### src/rtl/uart_slave_if.sv
// Bus-side port bundle for uart_slave: write data/address/enable in, registered read data out.
interface uart_slave_if #(
    parameter int DW = 16,
    parameter int AW = 12
);
    logic [DW-1:0] din;
    logic [AW-1:0] addr;
    logic          we;
    logic [DW-1:0] dout;

    modport master (output din, addr, we, input dout);
    modport slave  (input din, addr, we, output dout);
endinterface

### src/rtl/uart_slave.sv
// uart_slave: memory-mapped 8N1 UART with TX/RX FIFOs, baud divisor, status/control and interrupt pulse.
// Define UART_PARITY_EN to insert an even-parity bit between data and stop in both directions.
module uart_slave #(
    parameter int          DW      = 16,
    parameter int          AW      = 12,
    parameter int          FIFO_AW = 3,
    parameter logic [15:0] DIV_RST = 16'd434
) (
    input  logic        clk,
    input  logic        rst,
    uart_slave_if.slave bus,
    input  logic        uart_rx,
    output logic        uart_tx,
    output logic        intp_uart
);
`ifdef UART_PARITY_EN
    typedef enum logic [2:0] {S_IDLE, S_START, S_DATA, S_PARITY, S_STOP} state_t;
    localparam state_t S_AFTER_DATA = S_PARITY;
`else
    typedef enum logic [1:0] {S_IDLE, S_START, S_DATA, S_STOP} state_t;
    localparam state_t S_AFTER_DATA = S_STOP;
`endif

    localparam int unsigned      DEPTH    = 1 << FIFO_AW;
    localparam logic [FIFO_AW:0] FULL_CNT = {1'b1, {FIFO_AW{1'b0}}};
    localparam logic [FIFO_AW:0] ONE_CNT  = {{FIFO_AW{1'b0}}, 1'b1};

    logic        wr_data, wr_stat, wr_baud, wr_ctrl, wr_pop;
    logic [15:0] baud, div_eff;
    logic        rx_ie, txe_ie, flush_q;
    logic        ovr, ferr, perr;
    logic        set_ovr, set_ferr;
    logic        unused_addr;

    assign unused_addr = ^bus.addr[AW-1:3];
    assign wr_data = bus.we && (bus.addr[2:0] == 3'd0);
    assign wr_stat = bus.we && (bus.addr[2:0] == 3'd1);
    assign wr_baud = bus.we && (bus.addr[2:0] == 3'd2);
    assign wr_ctrl = bus.we && (bus.addr[2:0] == 3'd3);
    assign wr_pop  = bus.we && (bus.addr[2:0] == 3'd4);
    assign div_eff = (baud < 16'd2) ? 16'd2 : baud;

    // ---------------- TX FIFO ----------------
    logic [7:0]         tx_mem [DEPTH];
    logic [FIFO_AW-1:0] tx_wp, tx_rp;
    logic [FIFO_AW:0]   tx_cnt;
    logic               tx_full, tx_empty, tx_push, tx_pop;

    assign tx_full  = (tx_cnt == FULL_CNT);
    assign tx_empty = (tx_cnt == '0);
    assign tx_push  = wr_data && !tx_full && !flush_q;

    always_ff @(posedge clk) begin
        if (tx_push) tx_mem[tx_wp] <= bus.din[7:0];
    end

    always_ff @(posedge clk or negedge rst) begin
        if (!rst) begin
            tx_wp  <= '0;
            tx_rp  <= '0;
            tx_cnt <= '0;
        end else if (flush_q) begin
            tx_wp  <= '0;
            tx_rp  <= '0;
            tx_cnt <= '0;
        end else begin
            if (tx_push) tx_wp <= tx_wp + FIFO_AW'(1);
            if (tx_pop)  tx_rp <= tx_rp + FIFO_AW'(1);
            if (tx_push && !tx_pop)      tx_cnt <= tx_cnt + ONE_CNT;
            else if (!tx_push && tx_pop) tx_cnt <= tx_cnt - ONE_CNT;
        end
    end

    // ---------------- RX FIFO ----------------
    logic [7:0]         rx_mem [DEPTH];
    logic [FIFO_AW-1:0] rx_wp, rx_rp;
    logic [FIFO_AW:0]   rx_cnt;
    logic               rx_full, rx_empty, rx_done, rx_push, rx_pop;
    logic [7:0]         rx_sh;

    assign rx_full  = (rx_cnt == FULL_CNT);
    assign rx_empty = (rx_cnt == '0);
    assign rx_push  = rx_done && !flush_q;
    assign rx_pop   = wr_pop && !rx_empty && !flush_q;

    always_ff @(posedge clk) begin
        if (rx_push) rx_mem[rx_wp] <= rx_sh;
    end

    always_ff @(posedge clk or negedge rst) begin
        if (!rst) begin
            rx_wp  <= '0;
            rx_rp  <= '0;
            rx_cnt <= '0;
        end else if (flush_q) begin
            rx_wp  <= '0;
            rx_rp  <= '0;
            rx_cnt <= '0;
        end else begin
            if (rx_push) rx_wp <= rx_wp + FIFO_AW'(1);
            if (rx_pop)  rx_rp <= rx_rp + FIFO_AW'(1);
            if (rx_push && !rx_pop)      rx_cnt <= rx_cnt + ONE_CNT;
            else if (!rx_push && rx_pop) rx_cnt <= rx_cnt - ONE_CNT;
        end
    end

    // ---------------- TX engine ----------------
    state_t      tx_state, tx_next;
    logic [15:0] tx_div, tx_tmr;
    logic [2:0]  tx_bit;
    logic [7:0]  tx_sh;
    logic        tx_tick, tx_line;
`ifdef UART_PARITY_EN
    logic        tx_par;
`endif

    // Popping straight from STOP keeps back-to-back frames gapless.
    always_comb begin
        tx_next = tx_state;
        tx_pop  = 1'b0;
        tx_line = 1'b1;
        tx_tick = (tx_tmr == tx_div - 16'd1);
        case (tx_state)
            S_IDLE: begin
                if (!tx_empty && !flush_q) begin
                    tx_pop  = 1'b1;
                    tx_next = S_START;
                end
            end
            S_START: begin
                tx_line = 1'b0;
                if (tx_tick) tx_next = S_DATA;
            end
            S_DATA: begin
                tx_line = tx_sh[0];
                if (tx_tick && tx_bit == 3'd7) tx_next = S_AFTER_DATA;
            end
`ifdef UART_PARITY_EN
            S_PARITY: begin
                tx_line = tx_par;
                if (tx_tick) tx_next = S_STOP;
            end
`endif
            S_STOP: begin
                if (tx_tick) begin
                    if (!tx_empty && !flush_q) begin
                        tx_pop  = 1'b1;
                        tx_next = S_START;
                    end else begin
                        tx_next = S_IDLE;
                    end
                end
            end
            default: tx_next = S_IDLE;
        endcase
    end

    always_ff @(posedge clk or negedge rst) begin
        if (!rst) begin
            tx_state <= S_IDLE;
            tx_div   <= DIV_RST;
            tx_tmr   <= '0;
            tx_bit   <= '0;
            tx_sh    <= '0;
            uart_tx  <= 1'b1;
`ifdef UART_PARITY_EN
            tx_par   <= 1'b0;
`endif
        end else begin
            tx_state <= tx_next;
            uart_tx  <= tx_line;
            if (tx_pop) begin
                tx_sh  <= tx_mem[tx_rp];
                tx_div <= div_eff;
                tx_tmr <= '0;
                tx_bit <= '0;
`ifdef UART_PARITY_EN
                tx_par <= ^tx_mem[tx_rp];
`endif
            end else if (tx_state != S_IDLE) begin
                if (tx_tick) begin
                    tx_tmr <= '0;
                    if (tx_state == S_DATA) begin
                        tx_sh  <= {1'b0, tx_sh[7:1]};
                        tx_bit <= tx_bit + 3'd1;
                    end
                end else begin
                    tx_tmr <= tx_tmr + 16'd1;
                end
            end
        end
    end

    // ---------------- RX engine ----------------
    state_t      rx_state, rx_next;
    logic        rx_meta, rx_s, rx_prev;
    logic [15:0] rx_div, rx_tmr;
    logic [2:0]  rx_bit;
    logic        rx_tick, rx_half;
`ifdef UART_PARITY_EN
    logic        rx_par, set_perr;
`endif

    always_comb begin
        rx_next  = rx_state;
        rx_done  = 1'b0;
        set_ferr = 1'b0;
        set_ovr  = 1'b0;
`ifdef UART_PARITY_EN
        set_perr = 1'b0;
`endif
        rx_tick  = (rx_tmr == rx_div - 16'd1);
        rx_half  = (rx_tmr == (rx_div >> 1) - 16'd1);
        case (rx_state)
            S_IDLE:  if (rx_prev && !rx_s) rx_next = S_START;
            S_START: if (rx_half) rx_next = rx_s ? S_IDLE : S_DATA;
            S_DATA:  if (rx_tick && rx_bit == 3'd7) rx_next = S_AFTER_DATA;
`ifdef UART_PARITY_EN
            S_PARITY: if (rx_tick) rx_next = S_STOP;
`endif
            S_STOP: begin
                if (rx_tick) begin
                    rx_next = S_IDLE;
                    if (!rx_s) set_ferr = 1'b1;
`ifdef UART_PARITY_EN
                    else if (rx_par != ^rx_sh) set_perr = 1'b1;
`endif
                    else if (rx_full) set_ovr = 1'b1;
                    else rx_done = 1'b1;
                end
            end
            default: rx_next = S_IDLE;
        endcase
    end

    always_ff @(posedge clk or negedge rst) begin
        if (!rst) begin
            rx_meta  <= 1'b1;
            rx_s     <= 1'b1;
            rx_prev  <= 1'b1;
            rx_state <= S_IDLE;
            rx_div   <= DIV_RST;
            rx_tmr   <= '0;
            rx_bit   <= '0;
            rx_sh    <= '0;
`ifdef UART_PARITY_EN
            rx_par   <= 1'b0;
`endif
        end else begin
            rx_meta  <= uart_rx;
            rx_s     <= rx_meta;
            rx_prev  <= rx_s;
            rx_state <= rx_next;
            case (rx_state)
                S_IDLE: begin
                    rx_tmr <= '0;
                    rx_bit <= '0;
                    if (rx_next == S_START) rx_div <= div_eff;
                end
                S_START: rx_tmr <= rx_half ? '0 : rx_tmr + 16'd1;
                default: begin
                    rx_tmr <= rx_tick ? '0 : rx_tmr + 16'd1;
                    if (rx_tick && rx_state == S_DATA) begin
                        rx_sh  <= {rx_s, rx_sh[7:1]};
                        rx_bit <= rx_bit + 3'd1;
                    end
`ifdef UART_PARITY_EN
                    if (rx_tick && rx_state == S_PARITY) rx_par <= rx_s;
`endif
                end
            endcase
        end
    end

    // ---------------- registers, flags, interrupt, read port ----------------
    logic          irq_d;
    logic [15:0]   stat;
    logic [DW-1:0] rd;

    assign irq_d = (rx_ie && rx_push) ||
                   (txe_ie && tx_pop && !tx_push && tx_cnt == ONE_CNT);
    assign stat  = {8'h00, (tx_state != S_IDLE), perr, ferr, ovr,
                    rx_full, rx_empty, tx_empty, tx_full};

`ifndef UART_PARITY_EN
    assign perr = 1'b0;
`endif

    // Sticky flags: a set in the same cycle as a write-1-to-clear wins.
    always_ff @(posedge clk or negedge rst) begin
        if (!rst) begin
            baud      <= DIV_RST;
            rx_ie     <= 1'b0;
            txe_ie    <= 1'b0;
            flush_q   <= 1'b0;
            ovr       <= 1'b0;
            ferr      <= 1'b0;
            intp_uart <= 1'b0;
`ifdef UART_PARITY_EN
            perr      <= 1'b0;
`endif
        end else begin
            flush_q   <= wr_ctrl && bus.din[2];
            intp_uart <= irq_d;
            if (wr_baud) baud <= bus.din[15:0];
            if (wr_ctrl) begin
                rx_ie  <= bus.din[0];
                txe_ie <= bus.din[1];
            end
            ovr  <= set_ovr  | (ovr  & ~(wr_stat & bus.din[4]));
            ferr <= set_ferr | (ferr & ~(wr_stat & bus.din[5]));
`ifdef UART_PARITY_EN
            perr <= set_perr | (perr & ~(wr_stat & bus.din[6]));
`endif
        end
    end

    always_comb begin
        rd = '0;
        case (bus.addr[2:0])
            3'd0:    if (!rx_empty) rd = DW'(rx_mem[rx_rp]);
            3'd1:    rd = DW'(stat);
            3'd2:    rd = DW'(baud);
            3'd3:    rd = DW'({txe_ie, rx_ie});
            default: rd = '0;
        endcase
    end

    always_ff @(posedge clk or negedge rst) begin
        if (!rst) bus.dout <= '0;
        else      bus.dout <= rd;
    end
endmodule

### src/flat_wrapper.sv
// flat-port wrapper written by rule: the top's interface ports become plain ports
module uart_slave_flat 
#(
    parameter int          DW      = 16,
    parameter int          AW      = 12,
    parameter int          FIFO_AW = 3,
    parameter logic [15:0] DIV_RST = 16'd434
)
  (clk, rst, uart_rx, uart_tx, intp_uart, bus_din, bus_addr, bus_we, bus_dout);
  uart_slave_if #(.DW(DW), .AW(AW)) bus_i ();
  input  logic clk;
  input  logic rst;
  input  logic uart_rx;
  output logic uart_tx;
  output logic intp_uart;
  input wire logic [$bits(bus_i.din)-1:0] bus_din;
  input wire logic [$bits(bus_i.addr)-1:0] bus_addr;
  input wire logic [$bits(bus_i.we)-1:0] bus_we;
  output wire logic [$bits(bus_i.dout)-1:0] bus_dout;
  assign bus_i.din = bus_din;
  assign bus_i.addr = bus_addr;
  assign bus_i.we = bus_we;
  assign bus_dout = bus_i.dout;
  uart_slave #(.DW(DW), .AW(AW), .FIFO_AW(FIFO_AW), .DIV_RST(DIV_RST)) u_core (.clk(clk), .rst(rst), .bus(bus_i), .uart_rx(uart_rx), .uart_tx(uart_tx), .intp_uart(intp_uart));
endmodule
### config.mk
export PLATFORM = sky130hd
export DESIGN_NAME = uart_slave_flat
export DESIGN_NICKNAME = d
export VERILOG_FILES = /design/src/rtl/uart_slave_if.sv /design/src/rtl/uart_slave.sv /design/src/flat_wrapper.sv
export SDC_FILE = /design/constraint.sdc
export NUM_CORES = 1
export LEC_CHECK = 0
export CAP_MARGIN = 20
export CORE_MARGIN = 8
export CORE_UTILIZATION = 35
export DETAILED_ROUTE_END_ITERATION = 10
export HOLD_SLACK_MARGIN = 0.08
export MAX_ROUTING_LAYER = met4
export SLEW_MARGIN = 25
export SYNTH_ARGS = -nofsm -noshare
export SYNTH_HDL_FRONTEND = slang
export SYNTH_SLANG_ARGS = --single-unit
### constraint.sdc
create_clock -name clk -period 6 [get_ports clk]
set_clock_uncertainty 0.1 [all_clocks]
set_input_delay 0.6 -clock clk [delete_from_list [all_inputs] [get_ports clk]]
set_output_delay 0.6 -clock clk [all_outputs]
set_load 0.05 [all_outputs]
==> summary by stage, run 1 <==
Status
The flow ran to the end, and the final reports show no timing, DRC or antenna violations.

Critical path
The most numerous cell type found on the critical path is sky130_fd_sc_hd__ha_1. The sum of buffers and inverters on the critical path is 2. The critical path is of the flop to flop type.

Traced cell by cell, the critical path runs through inv_1 > ha_1 > nor3b_1 > nand4_1 > a211oi_1 > a31oi_1 > a211o_1 > or2_2 > nor3_1 > ha_1 > inv_1 > ha_1 > a21o_1 > a21oi_1 > xnor2_1 > or3_1 > a21oi_1. The category of the worst setup path launch point is a flop. For this run, the slowest stage of the critical path takes approximately 0.56 ns. The sort of element at the end of the critical path is a flop. The count of cells along the worst register-to-register path is 17. The arrival time at the worst endpoint is 5.16 ns. The slowest cell on the critical path is sky130_fd_sc_hd__nor3b_1.

Among cell families on the critical path, the largest total delay comes from simple AND/OR/NAND/NOR gates. The critical path runs through a total of 17 cells. At the worst endpoint, the required time is 6.37 ns. Of all nets on the critical path, the largest fanout is 7.

Die
Measured along the x axis, the die boundary spans about 210 um. The starting density of the core is a little over a third. The core region is roughly 38000 um^2.

The die height is around 210 um. Pin placement for this block handled 50 I/O pins. The die covers 44900 um^2.

In this run the core area contains 71 standard-cell rows.

Final layout
Of the cells placed in the final design, the portion with a size suffix greater than 1 is ~18%. The layout overhead on the synthesized area is 14.2%. Leaving out fill and tap cells, the most frequent cell in the layout is sky130_fd_sc_hd__dfrtp_1. The summed area of non-filler cells in the final layout is around 15000 um^2.

The fill cell instance count of the final layout is 3530. At the end of the flow, the number of nets in the layout was ~1100. Once layout is complete, the utilization of the core stands at roughly 41%. In the layout the commonest cells are sky130_fd_sc_hd__dfrtp_1 (133), sky130_fd_sc_hd__edfxtp_1 (128), sky130_fd_sc_hd__nor2_1 (77).

Global routing
The global-route usage over all layers is 13.6%. The via count of the first global-routing pass is 8144. The aggregate global routing overflow is 0. The met2 capacity usage during global routing is 20.6%. In this run the most used layer during global routing was met2. The number of antenna violations at the first check in global routing was 1. The routing usage on met1 is a little under a fifth. The global routing usage on met3 is under 10%.

The maximum number of pins on one net before global-route repair is just under 80. The global-route wire length before repair is roughly 47000 um.

Synth
The synthesis warning total is 0. By area the synthesized netlist is led by sky130_fd_sc_hd__edfxtp_1 (29%), sky130_fd_sc_hd__dfrtp_1 (25%), sky130_fd_sc_hd__mux4_2 (5.4%). The cell taking the most area after synthesis is sky130_fd_sc_hd__edfxtp_1. The count of flip-flops with a built-in enable after synthesis is 128. The portion of the post-synthesis area used by sequential elements is 57.1%. For this run, the leading register cell type out of synthesis is sky130_fd_sc_hd__dfrtp_1. For this run, asynchronously set or reset flops after synthesis account for a little over half. When the netlist entered floorplanning its net count stood at between 1000 and 1500. The multiplexer share of the synthesized area is between 10% and 20%. The synthesized area divided by synthesized cell count is about 13 um^2. Synthesis inferred 280 register bits. Of the total synthesized cell area, the portion taken by XOR and XNOR cells is under 10%.

After synthesis, the largest area contributor takes up 28.6% of total cell area. The synthesized netlist devotes about 6.2% of its cell area to compound gates. The post-synth design cell area is around 13000 um^2. The count of mapped cells out of synthesis is 1025. The area fraction in and, or, nand and nor cells after synthesis is 12.5%. The synthesized-area fraction occupied by adder cells is 2.48%. The dominant combinational cell family by area after synthesis is multiplexers.

The netlist uses 76 different library cells.

Drt
The detailed-router iteration count before antenna repair is 5. The via count of the routed design is 8176. The average via count per standard cell is between 5 and 6. The detail-routed net length per standard cell is approximately 18 um. The residual antenna-violating net count after detailed routing is 0.

The DRC violations left is 0. After the first detailed-routing iteration, the DRC count stood at 473. The detailed-route wire length is about 29000 um.

Timing
At the pin with the least slew margin, the transition time is a little under 1 ns. Setup violations remaining at the end of the flow were counted as 0. Dividing the final minimum period by the clock period gives 79.8%.

The final number of hold-violating endpoints is 0. The sum of negative setup slack is 0 ns. Counting I/O delays and the setup requirement, the final critical path takes around 4.8 ns.

For this run, the top clock speed supported by timing is roughly 210 MHz. The number of pins exceeding their max-slew limit in the final report is 0. The worst path meets setup with between 1 and 1.5 ns of slack.

Setup repair after global routing left no endpoint under its margin. Headroom to the max-slew limit came out at 35.3%.

CTS
The register clock-pin slew on the reported worst setup and hold paths is roughly 0.06 ns. The number of buffers inserted to repair setup after CTS is 0. In this run the number of H-tree levels came out at 1.

The number of gates resized after CTS was 0. The root buffer selected by CTS is sky130_fd_sc_hd__clkbuf_16. The maximum clock insertion buffer count is 3. Clock latency on the worst-skew pair, taken at its later pin, is about 0.56 ns. TritonCTS created 30 clock buffers.

The TritonCTS clock tree is yes. The clock sink count is 280.

Power
Summed over all nets, the switching power comes to roughly 2.3 mW. The share of total power dissipated in the clock network is between 20% and 30%. The leakage dissipation is 5.88 nW. VDD sags by at most about 0.28 mV. The design draws about 6.7 mW. In this run, flip-flops and latches consume a little over two fifths of the power. Combinational cells account for about 30% of the total power. Of the total power, the share spent switching nets is about a third. Power spread over the standard cell area amounts to roughly 440 nW/um^2. The cell-internal power is roughly 4.4 mW.

Placement
Prior to clock tree synthesis, the placed netlist has a worst setup slack of 1.18 ns. The number of buffers added on ports is 40. The instance area at placement is about 14000 um^2.

The last weighted congestion value of the routability-driven placer is roughly 0.84. The HPWL after detailed placement is approximately 20000 um.

Hold path
The worst hold path passes through 0 cells. The tightest min-delay check is of the flop to flop type.

Flow run
Across the run, the number of max-cap violations was 0.
==> stage by stage <==
stage          hold WS, ns  std cells
2_1_floorplan        0.204       1025
3_3_place_gp         0.249       1532
3_5_place_dp         0.252       1532
4_1_cts              0.260       1589
5_1_grt              0.263       1590
6_report             0.257       1590
==> power by group through the flow <==
| stage | combinational, mW | sequential, mW | clock, mW |
|---|---|---|---|
| CTS | 2.01 | 2.80 | 1.94 |
| floorplan | 1.70 | 2.62 | 0 |
| global route | 2.22 | 2.86 | 2.02 |
| detailed placement | 2.00 | 2.83 | 0 |
| global placement | 1.97 | 2.83 | 0 |
| finish | 1.99 | 2.80 | 1.89 |
==> flip-flops by register name (all words and copies together), names as in the netlist, 4 cells and up <==
signal	flops
u_core.baud	16
u_core.bus.dout	16
u_core.rx_cnt	4
u_core.rx_div	16
u_core.rx_mem	64
u_core.rx_sh	8
u_core.rx_tmr	16
u_core.tx_cnt	4
u_core.tx_div	16
u_core.tx_mem	64
u_core.tx_sh	8
u_core.tx_tmr	16
==> worst paths after layout <==
check	startpoint	slack [ns]	endpoint
setup / recovery	u_core.rx_div[0]	1.21	u_core.rx_cnt[3]
hold / removal	u_core.rx_meta	0.26	u_core.rx_s
min in group asynchronous	rst	0.56	u_core.tx_sh[7]
max in group asynchronous	rst	4.10	u_core.rx_prev
setup reg to reg	u_core.rx_div[0]	1.21	u_core.rx_cnt[3]
hold reg to reg	u_core.rx_meta	0.26	u_core.rx_s
==> layer usage <==
layer	vias to the layer above	routed length [um]
li1	3877	-
met1	4132	14000
met2	133	13300
met3	34	1120
met4	0	565
met5	-	0
==> synth_stat cells (23+ instances only) <==
| cell | instances |
|---|---|
| sky130_fd_sc_hd__ha_1 | 25 |
| sky130_fd_sc_hd__nand2_1 | 36 |
| sky130_fd_sc_hd__mux2i_1 | 46 |
| sky130_fd_sc_hd__nor2_1 | 78 |
| sky130_fd_sc_hd__a21oi_1 | 31 |
| sky130_fd_sc_hd__and3_1 | 25 |
| sky130_fd_sc_hd__mux2_2 | 55 |
| sky130_fd_sc_hd__xnor2_1 | 45 |
| sky130_fd_sc_hd__edfxtp_1 | 128 |
| sky130_fd_sc_hd__nand3_1 | 34 |
| sky130_fd_sc_hd__xor2_1 | 40 |
| sky130_fd_sc_hd__clkbuf_1 | 32 |
| sky130_fd_sc_hd__dfrtp_1 | 133 |
| sky130_fd_sc_hd__mux4_2 | 32 |
| sky130_fd_sc_hd__inv_1 | 23 |
==> worst register-to-register path: stages, from the launching register on <==
cell                       delay [ns]
sky130_fd_sc_hd__dfrtp_1         0.47
sky130_fd_sc_hd__inv_1           0.20
sky130_fd_sc_hd__ha_1            0.25
sky130_fd_sc_hd__nor3b_1         0.56
sky130_fd_sc_hd__nand4_1         0.24
sky130_fd_sc_hd__a211oi_1        0.28
sky130_fd_sc_hd__a31oi_1         0.09
sky130_fd_sc_hd__a211o_1         0.30
sky130_fd_sc_hd__or2_2           0.32
sky130_fd_sc_hd__nor3_1          0.37
sky130_fd_sc_hd__ha_1            0.30
sky130_fd_sc_hd__inv_1           0.08
sky130_fd_sc_hd__ha_1            0.27
sky130_fd_sc_hd__a21o_1          0.18
sky130_fd_sc_hd__a21oi_1         0.16
sky130_fd_sc_hd__xnor2_1         0.08
sky130_fd_sc_hd__or3_1           0.31
sky130_fd_sc_hd__a21oi_1         0.15
==> final cells by class <==
type / count / area [um^2] / area share [%]
flip-flops and latches: 280 / 7670 / 50.0
multi-input cells: 667 / 5430 / 35.4
clock buffers: 37 / 808 / 5.27
well taps: 511 / 639 / 4.17
repair buffers: 51 / 487 / 3.17
clock inverters: 19 / 211 / 1.38
inverters: 24 / 90.1 / 0.587
diodes: 1 / 2.50 / 0.0163
==> repair_timing <==
action	CTS	global route
hold endpoints to repair	72	0
hold buffers	1	0
setup endpoints to repair	0	0
==> cells by family (layout without fill, tap and decap cells) <==
group           after synthesis  count (layout)
other cells                   0               1
fa+ha+maj                    26              26
mux                         135             135
xor+xnor                     85              85
compound gates              123             123
flops                       280             280
buf+inv                      78             131
simple gates                298             298
(Power assumes the default switching activity.)
==> run 2: changes to the inputs <==
==> constraint.sdc (replaced) <==
create_clock -name clk -period 4 [get_ports clk]
set_clock_uncertainty 0.1 [all_clocks]
set_input_delay 0.4 -clock clk [delete_from_list [all_inputs] [get_ports clk]]
set_output_delay 0.4 -clock clk [all_outputs]
set_load 0.05 [all_outputs]
==> run 2 against run 1 <==
Net effect: utilization rose by 1.1 points; critical path type unchanged; via count rose by 2.5%; register-to-register slack got worse by 1.1 ns.
==> summary by stage, run 2 (synthesized netlist as in run 1, its figures left out) <==
Power
The share of power burned in combinational logic is 32.6% (+2.8 points). The ratio of total power to cell area was 654 nW/um^2 (+50%). The sequential share of power came to 40.3% (-1.6 points). The switching part of the total power is 33.9% (-0.042 points).

The clock group share of total power was 27.1% (-1.2 points). The cell-internal power is 6.81 mW (+54%). The worst vdd rail ir drop was 0.357 mV (+27%). The leakage dissipation is 6.09 nW (+3.6%). The switching power summed over all nets was 3.50 mW (+54%). The total design power came to 10.3 mW (+54%).

Timing
The transition at the pin with the smallest max-transition slack was 0.920 ns (-0.0443 ns). The worst hold slack is 0.159 ns (-0.0987 ns). The final critical path time including I/O delays and setup is 3.84 ns (-0.948 ns).

The final number of hold-violating endpoints is 0 (unchanged). The maximum clock frequency is 261 MHz (+25%). The share of the clock period used by the worst path after layout is 95.9% (+16 points). Setup repair after global routing could not meet its margin everywhere.

The worst-case headroom to the max-slew limit is 38.7% (+3.4 points). The setup-violating endpoint count in the final report is 0 (unchanged). The number of pins exceeding their max-slew limit in the final report is 0 (unchanged).

Drt
Signal routing reaches up to met4. The detailed-router iteration count before antenna repair is 5 (unchanged). The detail-routed net length per standard cell was 18.1 um (-0.71%). The iteration-0 DRC count of the detailed router was 465 (-1.7%). The amount of wire on met3 after detailed routing is 1050 um (-6.2%). The detailed-routed wire length on met2 came to 13700 um (+2.5%). The detailed-route wire length is 29600 um (+2.0%). The residual antenna-violating net count after detailed routing came to 0 (unchanged).

The via count of the routed design came to 8377 (+2.5%). The DRC violations left is 0 (unchanged). The average via count per standard cell is 5.13 (-0.24%). The met1 layer wirelength in the final routing is 14300 um (+1.6%).

Die
The top-level port count was 50 (unchanged). The number of cell rows was 71 (unchanged). The core area is 37800 um^2 (unchanged). The starting density of the core is 35.6% (unchanged). The die boundary width was 212 um (unchanged). The die height is 212 um (unchanged). The full die area is 44900 um^2 (unchanged).

Critical path
The sum of buffers and inverters on the critical path is 2 (unchanged). The longest individual stage delay on the worst path is 0.52 ns (-0.04 ns). The highest fanout seen on the critical path is 4 (-3). The arrival time at the worst endpoint was 4.17 ns (-0.99 ns). The category of the worst setup path launch point is a flop.

The critical path is of the flop to flop type. The signal on the critical path passes through inv_1 > ha_1 > nor3b_4 > or3b_2 > xnor2_1 > o211a_1 > o22ai_2 > a41oi_2 > nor2_2 > inv_1 > ha_1 > or4_1 > a21oi_2 > xnor2_1 > nor2_1. On the critical path the largest part of the delay comes from simple AND/OR/NAND/NOR gates. The worst endpoint required time is 4.33 ns (-2.04 ns).

STA classifies the critical path endpoint as a flop. The slowest cell on the critical path is sky130_fd_sc_hd__or3b_2.

Global routing
The global-route wire length before repair is 47200 um (+0.40%). The number of antenna violations at the first check in global routing is 0 (-1). The maximum number of pins on one net before global-route repair is 92 (+19%).

The aggregate global routing overflow is 0 (unchanged). The global-route usage over all layers came to 13.6% (+0.043 points). The via count of the first global-routing pass is 8368 (+2.8%).

Hold path
In this run the worst hold path is classified as input pin to flop.

Placement
The number of buffers added on ports came to 40 (unchanged). The instance area at placement is 14600 um^2 (+2.2%). The last weighted congestion value of the routability-driven placer is 0.839 (+0.25%). The placed wire-length estimate is 20500 um (+4.3%).

CTS
The clock latency reported for the late side of the worst-skew pair came to 0.55 ns (about the same). The register clock-pin slew on the reported worst setup and hold paths is 0.06 ns (about the same). The count of H-tree levels built during CTS is 1 (unchanged).

The maximum clock insertion buffer count is 3 (unchanged). The clock sink count is 280 (unchanged). In this run the clock root is driven by a sky130_fd_sc_hd__clkbuf_16. The number of buffers created by CTS came to 31 (+3.3%). TritonCTS built the clock tree.

Final layout
The library cells used most frequently in the layout, excluding fill and tap cells, are sky130_fd_sc_hd__dfrtp_1 (133), sky130_fd_sc_hd__edfxtp_1 (128), sky130_fd_sc_hd__nor2_1 (77). The core occupancy in the finished layout is 41.8% (+1.1 points). The largest registers in the layout are u_core.rx_mem: 64 flops, u_core.tx_mem: 64 flops. The most frequent standard cell in the layout excluding fill and tap cells is sky130_fd_sc_hd__dfrtp_1.

The total number of nets in the final design is 1155 (+3.9%). The fill cell instance count of the final layout is 3504 (-0.74%). The proportion of layout cells with a drive suffix above 1 came to 22.5% (+4.8 points). The area taken by flip-flops and latches is 7670 um^2 (unchanged). The summed area of non-filler cells in the final layout was 15800 um^2 (+2.8%).

The multi-input logic area is 5560 um^2 (+2.4%). The layout overhead on the synthesized area is 17.4%.

Status
The run finished with clean final reports.

Flow run
The count of max-cap constraint violations is 0 (unchanged).
## run 2: stage by stage
stage / instances / worst slack (ns) / TNS (ns)
2_1_floorplan: 1025 / 0.0397 / 0
3_3_place_gp: 1571 / -0.0131 / -0.0131
3_5_place_dp: 1571 / -0.0500 / -0.0500
4_1_cts: 1629 / 0.00945 / 0
5_1_grt: 1632 / -0.00708 / -0.00708
6_report: 1633 / 0.163 / 0
## run 2: power by group through the flow
stage / Combinational, mW / Sequential (mW) / Clock (mW)
floorplan: 2.56 / 3.93 / 0
global placement: 3.22 / 4.19 / 0
detailed placement: 3.27 / 4.20 / 0
CTS: 3.30 / 4.15 / 2.87
global route: 3.71 / 4.24 / 2.98
finish: 3.36 / 4.16 / 2.79
## run 2: final cells by class
| type | count | share of cell area [%] |
|---|---|---|
| diodes | 1 | 0.0159 |
| clock buffers | 41 | 5.35 |
| clock inverters | 16 | 1.05 |
| inverters | 24 | 0.571 |
| multi-input cells | 667 | 35.2 |
| flip-flops and latches | 280 | 48.6 |
| well taps | 511 | 4.05 |
| repair buffers | 93 | 5.09 |
## run 2: per-layer routing
| metal | vias up | GRT usage, % |
|---|---|---|
| met5 | - | - |
| met4 | 0 | 3.19 |
| met3 | 44 | 2.16 |
| met2 | 134 | 21.2 |
| met1 | 4224 | 18.6 |
| li1 | 3975 | - |
## run 2: worst register-to-register path, cell delays in order, from the launching register on
cell and delay (ns):
sky130_fd_sc_hd__dfrtp_1 0.42, sky130_fd_sc_hd__inv_1 0.09, sky130_fd_sc_hd__ha_1 0.22, sky130_fd_sc_hd__nor3b_4 0.25
sky130_fd_sc_hd__or3b_2 0.52, sky130_fd_sc_hd__xnor2_1 0.15, sky130_fd_sc_hd__o211a_1 0.22, sky130_fd_sc_hd__o22ai_2 0.22
sky130_fd_sc_hd__a41oi_2 0.18, sky130_fd_sc_hd__nor2_2 0.21, sky130_fd_sc_hd__inv_1 0.07, sky130_fd_sc_hd__ha_1 0.21
sky130_fd_sc_hd__or4_1 0.52, sky130_fd_sc_hd__a21oi_2 0.17, sky130_fd_sc_hd__xnor2_1 0.13, sky130_fd_sc_hd__nor2_1 0.05
## run 2: what timing repair did
| item | in CTS | in global routing |
|---|---|---|
| hold buffers | 1 | 0 |
| hold endpoints to repair | 76 | 0 |
| pin swaps | 1 | 14 |
| buffers inserted | 0 | 3 |
| setup endpoints to repair | 1 | 2 |
| gates resized for setup | 6 | 15 |
## run 2: final timing paths
check                      depth (start not counted)  slack [ns]             start                to
min reg2reg                                        0        0.26    u_core.rx_meta       u_core.rx_s
min in group asynchronous                          2        0.38               rst   u_core.tx_sh[7]
max reg2reg                                       15        0.16  u_core.tx_div[0]  u_core.tx_cnt[3]
max in group asynchronous                          3        2.41               rst  u_core.rx_div[1]
min                                                1        0.16           uart_rx    u_core.rx_meta
max                                               15        0.16  u_core.tx_div[0]  u_core.tx_cnt[3]
==> run 3: changes to the inputs <==
--- a/config.mk
+++ b/config.mk
@@ -6,11 +6,12 @@
 export NUM_CORES = 1
 export LEC_CHECK = 0
 export CAP_MARGIN = 20
-export CORE_MARGIN = 8
-export CORE_UTILIZATION = 35
+export CORE_MARGIN = 2
+export CORE_UTILIZATION = 55
 export DETAILED_ROUTE_END_ITERATION = 10
 export HOLD_SLACK_MARGIN = 0.08
 export MAX_ROUTING_LAYER = met4
+export PLACE_DENSITY = 0.76
 export SLEW_MARGIN = 25
 export SYNTH_ARGS = -nofsm -noshare
 export SYNTH_HDL_FRONTEND = slang
==> run 3 against run 2 <==
Net effect: setup slack got worse by 0.033 ns; utilization is 23 points higher; global-route usage grew 8.9 points; critical path type unchanged; wire length is 6.4% lower; cell count fell by 12%; clock-buffer cell count is 6 lower; worst hold slack worse by 0.017 ns; highest routed layer unchanged; die area is 43% lower; non-clock buffer count decreased by 7; maximum frequency fell by 0.85%; sequential share of layout area increased by 0.71 points; combinational power down 1%.
==> summary by stage, run 3 (synthesized netlist as in run 1, its figures left out) <==
Final layout
The area taken by flip-flops and latches came to 7670 um^2 (about the same). The summed area of non-filler cells in the final layout is 15500 um^2 (-1.4%). The total number of nets in the final design is 1146 (-0.78%). The core occupancy in the finished layout was 64.3% (+23 points). The fill cell instance count of the final layout is 1739 (-50%). Leaving out fill and tap cells, the most frequent cells in the layout are sky130_fd_sc_hd__dfrtp_1 (132), sky130_fd_sc_hd__edfxtp_1 (128), sky130_fd_sc_hd__nor2_1 (77). Relative to the synthesized area, the layout overhead comes to 15.7%. The largest registers in the layout are u_core.rx_mem: 64 flops, u_core.tx_mem: 64 flops.

The proportion of layout cells with a drive suffix above 1 is 22.9% (+0.38 points). The number of non-filler instances in the completed layout is 1436 (-12%). The multi-input logic area is 5560 um^2 (unchanged). The library cell used most frequently in the layout, excluding fill and tap cells, is sky130_fd_sc_hd__dfrtp_1.

Critical path
The worst endpoint required time is 4.39 ns (+0.06 ns). The longest individual stage delay on the worst path is 0.54 ns (+0.02 ns). The register-to-register path setup slack is 0.13 ns (-0.03 ns). The critical path goes through or4_4 > or4_4 > a211oi_2 > a31oi_2 > a211o_1 > or2_4 > nor3_4 > ha_2 > inv_2 > ha_4 > a21o_1 > a21oi_2 > xnor2_1 > or3_1 > a21oi_2. The sort of element at the end of the critical path is a flop.

The count of cells along the worst register-to-register path was 15 (unchanged). The highest fanout seen on the critical path is 2 (-2). The slowest stage of the critical path belongs to the cell sky130_fd_sc_hd__or4_4.

The critical path is of the flop to flop type. STA classifies the critical path startpoint as a flop. The capturing point of the worst reg2reg path is u_core.rx_cnt[3]. The critical register-to-register path startpoint is u_core.rx_div[8]. The arrival time at the worst endpoint came to 4.26 ns (+0.09 ns).

Placement
The count of placed standard cells including taps was 1373 (-13%). The setup slack at placement is -0.107 ns (-0.0572 ns). The instance area at placement is 14300 um^2 (-2.1%). The last weighted congestion value of the routability-driven placer was 0.900 (+7.3%). The number of buffers added on ports is 40 (unchanged).

The placed wire-length estimate is 18600 um (-9.1%).

Power
The switching power summed over all nets was 3.52 mW (+0.76%). The worst vdd rail ir drop is 0.518 mV (+45%). The leakage dissipation was 6.07 nW (-0.34%).

The clock group share of total power came to 28.1% (+1.0 points). The cell-internal power came to 6.93 mW (+1.7%). The share of power burned in combinational logic is 31.8% (-0.8 points). The ratio of total power to cell area is 672 nW/um^2 (+2.8%).

The switching part of the total power is 33.7% (-0.20 points). The total design power was 10.4 mW (+1.3%). The sequential share of power was 40.2% (about the same).

Drt
The residual antenna-violating net count after detailed routing is 0 (unchanged). The via count of the routed design is 8436 (+0.70%). The iteration-0 DRC count of the detailed router is 524 (+13%). The average via count per standard cell was 5.87 (+15%). The DRC violations left is 0 (unchanged). The detailed-route wire length is 27700 um (-6.4%). The detailed-router iteration count before antenna repair came to 5 (unchanged). The detail-routed net length per standard cell is 19.3 um (+6.4%).

Timing
The worst hold slack is 0.141 ns (-0.0173 ns). The setup-violating endpoint count in the final report came to 0 (unchanged). The maximum clock frequency is 258 MHz (-0.85%).

The transition at the pin with the smallest max-transition slack is 0.861 ns (-0.0582 ns). The share of the clock period used by the worst path after layout is 96.8% (+0.83 points). The sum of negative setup slack is 0 ns (unchanged). The final critical path time including I/O delays and setup is 3.87 ns (+0.0330 ns). The final worst-path setup slack came to 0.130 ns (-0.0330 ns). The worst-case headroom to the max-slew limit was 42.4% (+3.7 points). The number of pins exceeding their max-slew limit in the final report is 0 (unchanged). The final number of hold-violating endpoints was 0 (unchanged).

Die
The number of cell rows is 57 (-20%). The starting density of the core is 55.6% (+20 points). The top-level port count is 50 (unchanged).

The die boundary width came to 160 um (-24%). The die height is 160 um (-24%). The core area came to 24200 um^2 (-36%).

The full die area is 25700 um^2 (-43%).

Global routing
The maximum number of pins on one net before global-route repair is 89 (-3.3%). The global-route wire length before repair is 44700 um (-5.4%). The number of antenna violations at the first check in global routing is 1 (+1). The aggregate global routing overflow is 0 (unchanged).

The global-route usage over all layers is 22.5% (+8.9 points). The via count of the first global-routing pass is 8400 (+0.38%).

Hold path
In this run the most critical hold path is launched from uart_rx. For hold timing, the worst endpoint is u_core.rx_meta. The min-delay analysis places its worst path in the category input pin to flop.

The cell depth of the worst hold path is 1 (unchanged).

Status
The run finished with clean final reports.

CTS
The clock latency reported for the late side of the worst-skew pair is 0.56 ns (about the same). The clock sink count was 280 (unchanged). The register clock-pin slew on the reported worst setup and hold paths is 0.06 ns (about the same). The root buffer selected by CTS is sky130_fd_sc_hd__clkbuf_16.

The count of H-tree levels built during CTS came to 1 (unchanged). The number of buffers created by CTS was 29 (-6.5%). TritonCTS built the clock tree. The maximum clock insertion buffer count came to 3 (unchanged).

Flow run
The count of max-cap constraint violations is 0 (unchanged).
-- run 3: cell count changes in the layout (fill, tap and decap cells not counted), sizes merged --
| cell | previous run | this run |
|---|---|---|
| buf | 53 | 46 |
| clkbuf | 41 | 35 |
| clkinv | 10 | 6 |
| clkinvlp | 2 | 6 |
| bufinv | 3 | 6 |
-- run 3: timing repair --
| action | CTS | global route |
|---|---|---|
| resized for setup | 7 | 19 |
| hold endpoints to repair | 72 | 0 |
| buffers inserted | 1 | 6 |
| pin swaps | 1 | 12 |
| endpoints found under the setup margin | 1 | 2 |
| hold buffers | 1 | 0 |
-- run 3: power groups by stage --
| stage | clock [mW] | combinational (mW) | sequential (mW) |
|---|---|---|---|
| final | 2.93 | 3.32 | 4.20 |
| after global routing | 3.10 | 3.65 | 4.29 |
| after CTS | 2.97 | 3.23 | 4.18 |
| after detailed placement | 0 | 3.16 | 4.23 |
| after global placement | 0 | 3.07 | 4.20 |
| after floorplan | 0 | 2.56 | 3.93 |
-- run 3: metal layers --
layer | vias up | track usage (%) | wire length (um)
met3 | 50 | 3.13 | 1240
met2 | 176 | 36.8 | 13700
met5 | - | - | 0
met1 | 4257 | 30.3 | 12200
li1 | 3953 | - | -
met4 | 0 | 5.41 | 582
-- run 3: worst max path at each step --
| stage | slack [ns] | cells after the start | to | start |
|---|---|---|---|---|
| 3_3_place_gp | 0.05 | 15 | u_core.rx_cnt[3] | u_core.rx_div[8] |
| 5_1_grt | -0.02 | 15 | u_core.rx_cnt[3] | u_core.rx_div[8] |
| 4_1_cts | 0.0003 | 15 | u_core.rx_cnt[3] | u_core.rx_div[8] |
| 3_5_place_dp | -0.11 | 15 | u_core.rx_cnt[3] | u_core.rx_div[8] |
| 6_report | 0.13 | 15 | u_core.rx_cnt[3] | u_core.rx_div[8] |
| 2_1_floorplan | 0.04 | 16 | u_core.rx_cnt[3] | u_core.rx_div[9] |
-- run 3: worst max-delay path: cells and delay by family (launching register included) --
family,cells,cell delay [ns]
AOI/OAI and AO/OA,6,1.08
xor gates and xnor gates,1,0.10
adders and majority gates,2,0.41
buffers and inverters,1,0.06
DFF,1,0.37
and+or+nand+nor,5,1.70
-- run 3: layout make-up --
| class | count | share of cell area, % |
|---|---|---|
| Sequential cell | 280 | 49.3 |
| Multi-Input combinational cell | 667 | 35.7 |
| Clock buffer | 35 | 5.01 |
| Timing Repair Buffer | 86 | 4.90 |
| Tap cell | 324 | 2.61 |
| Clock inverter | 19 | 1.79 |
| Inverter | 24 | 0.579 |
| Antenna cell | 1 | 0.0161 |
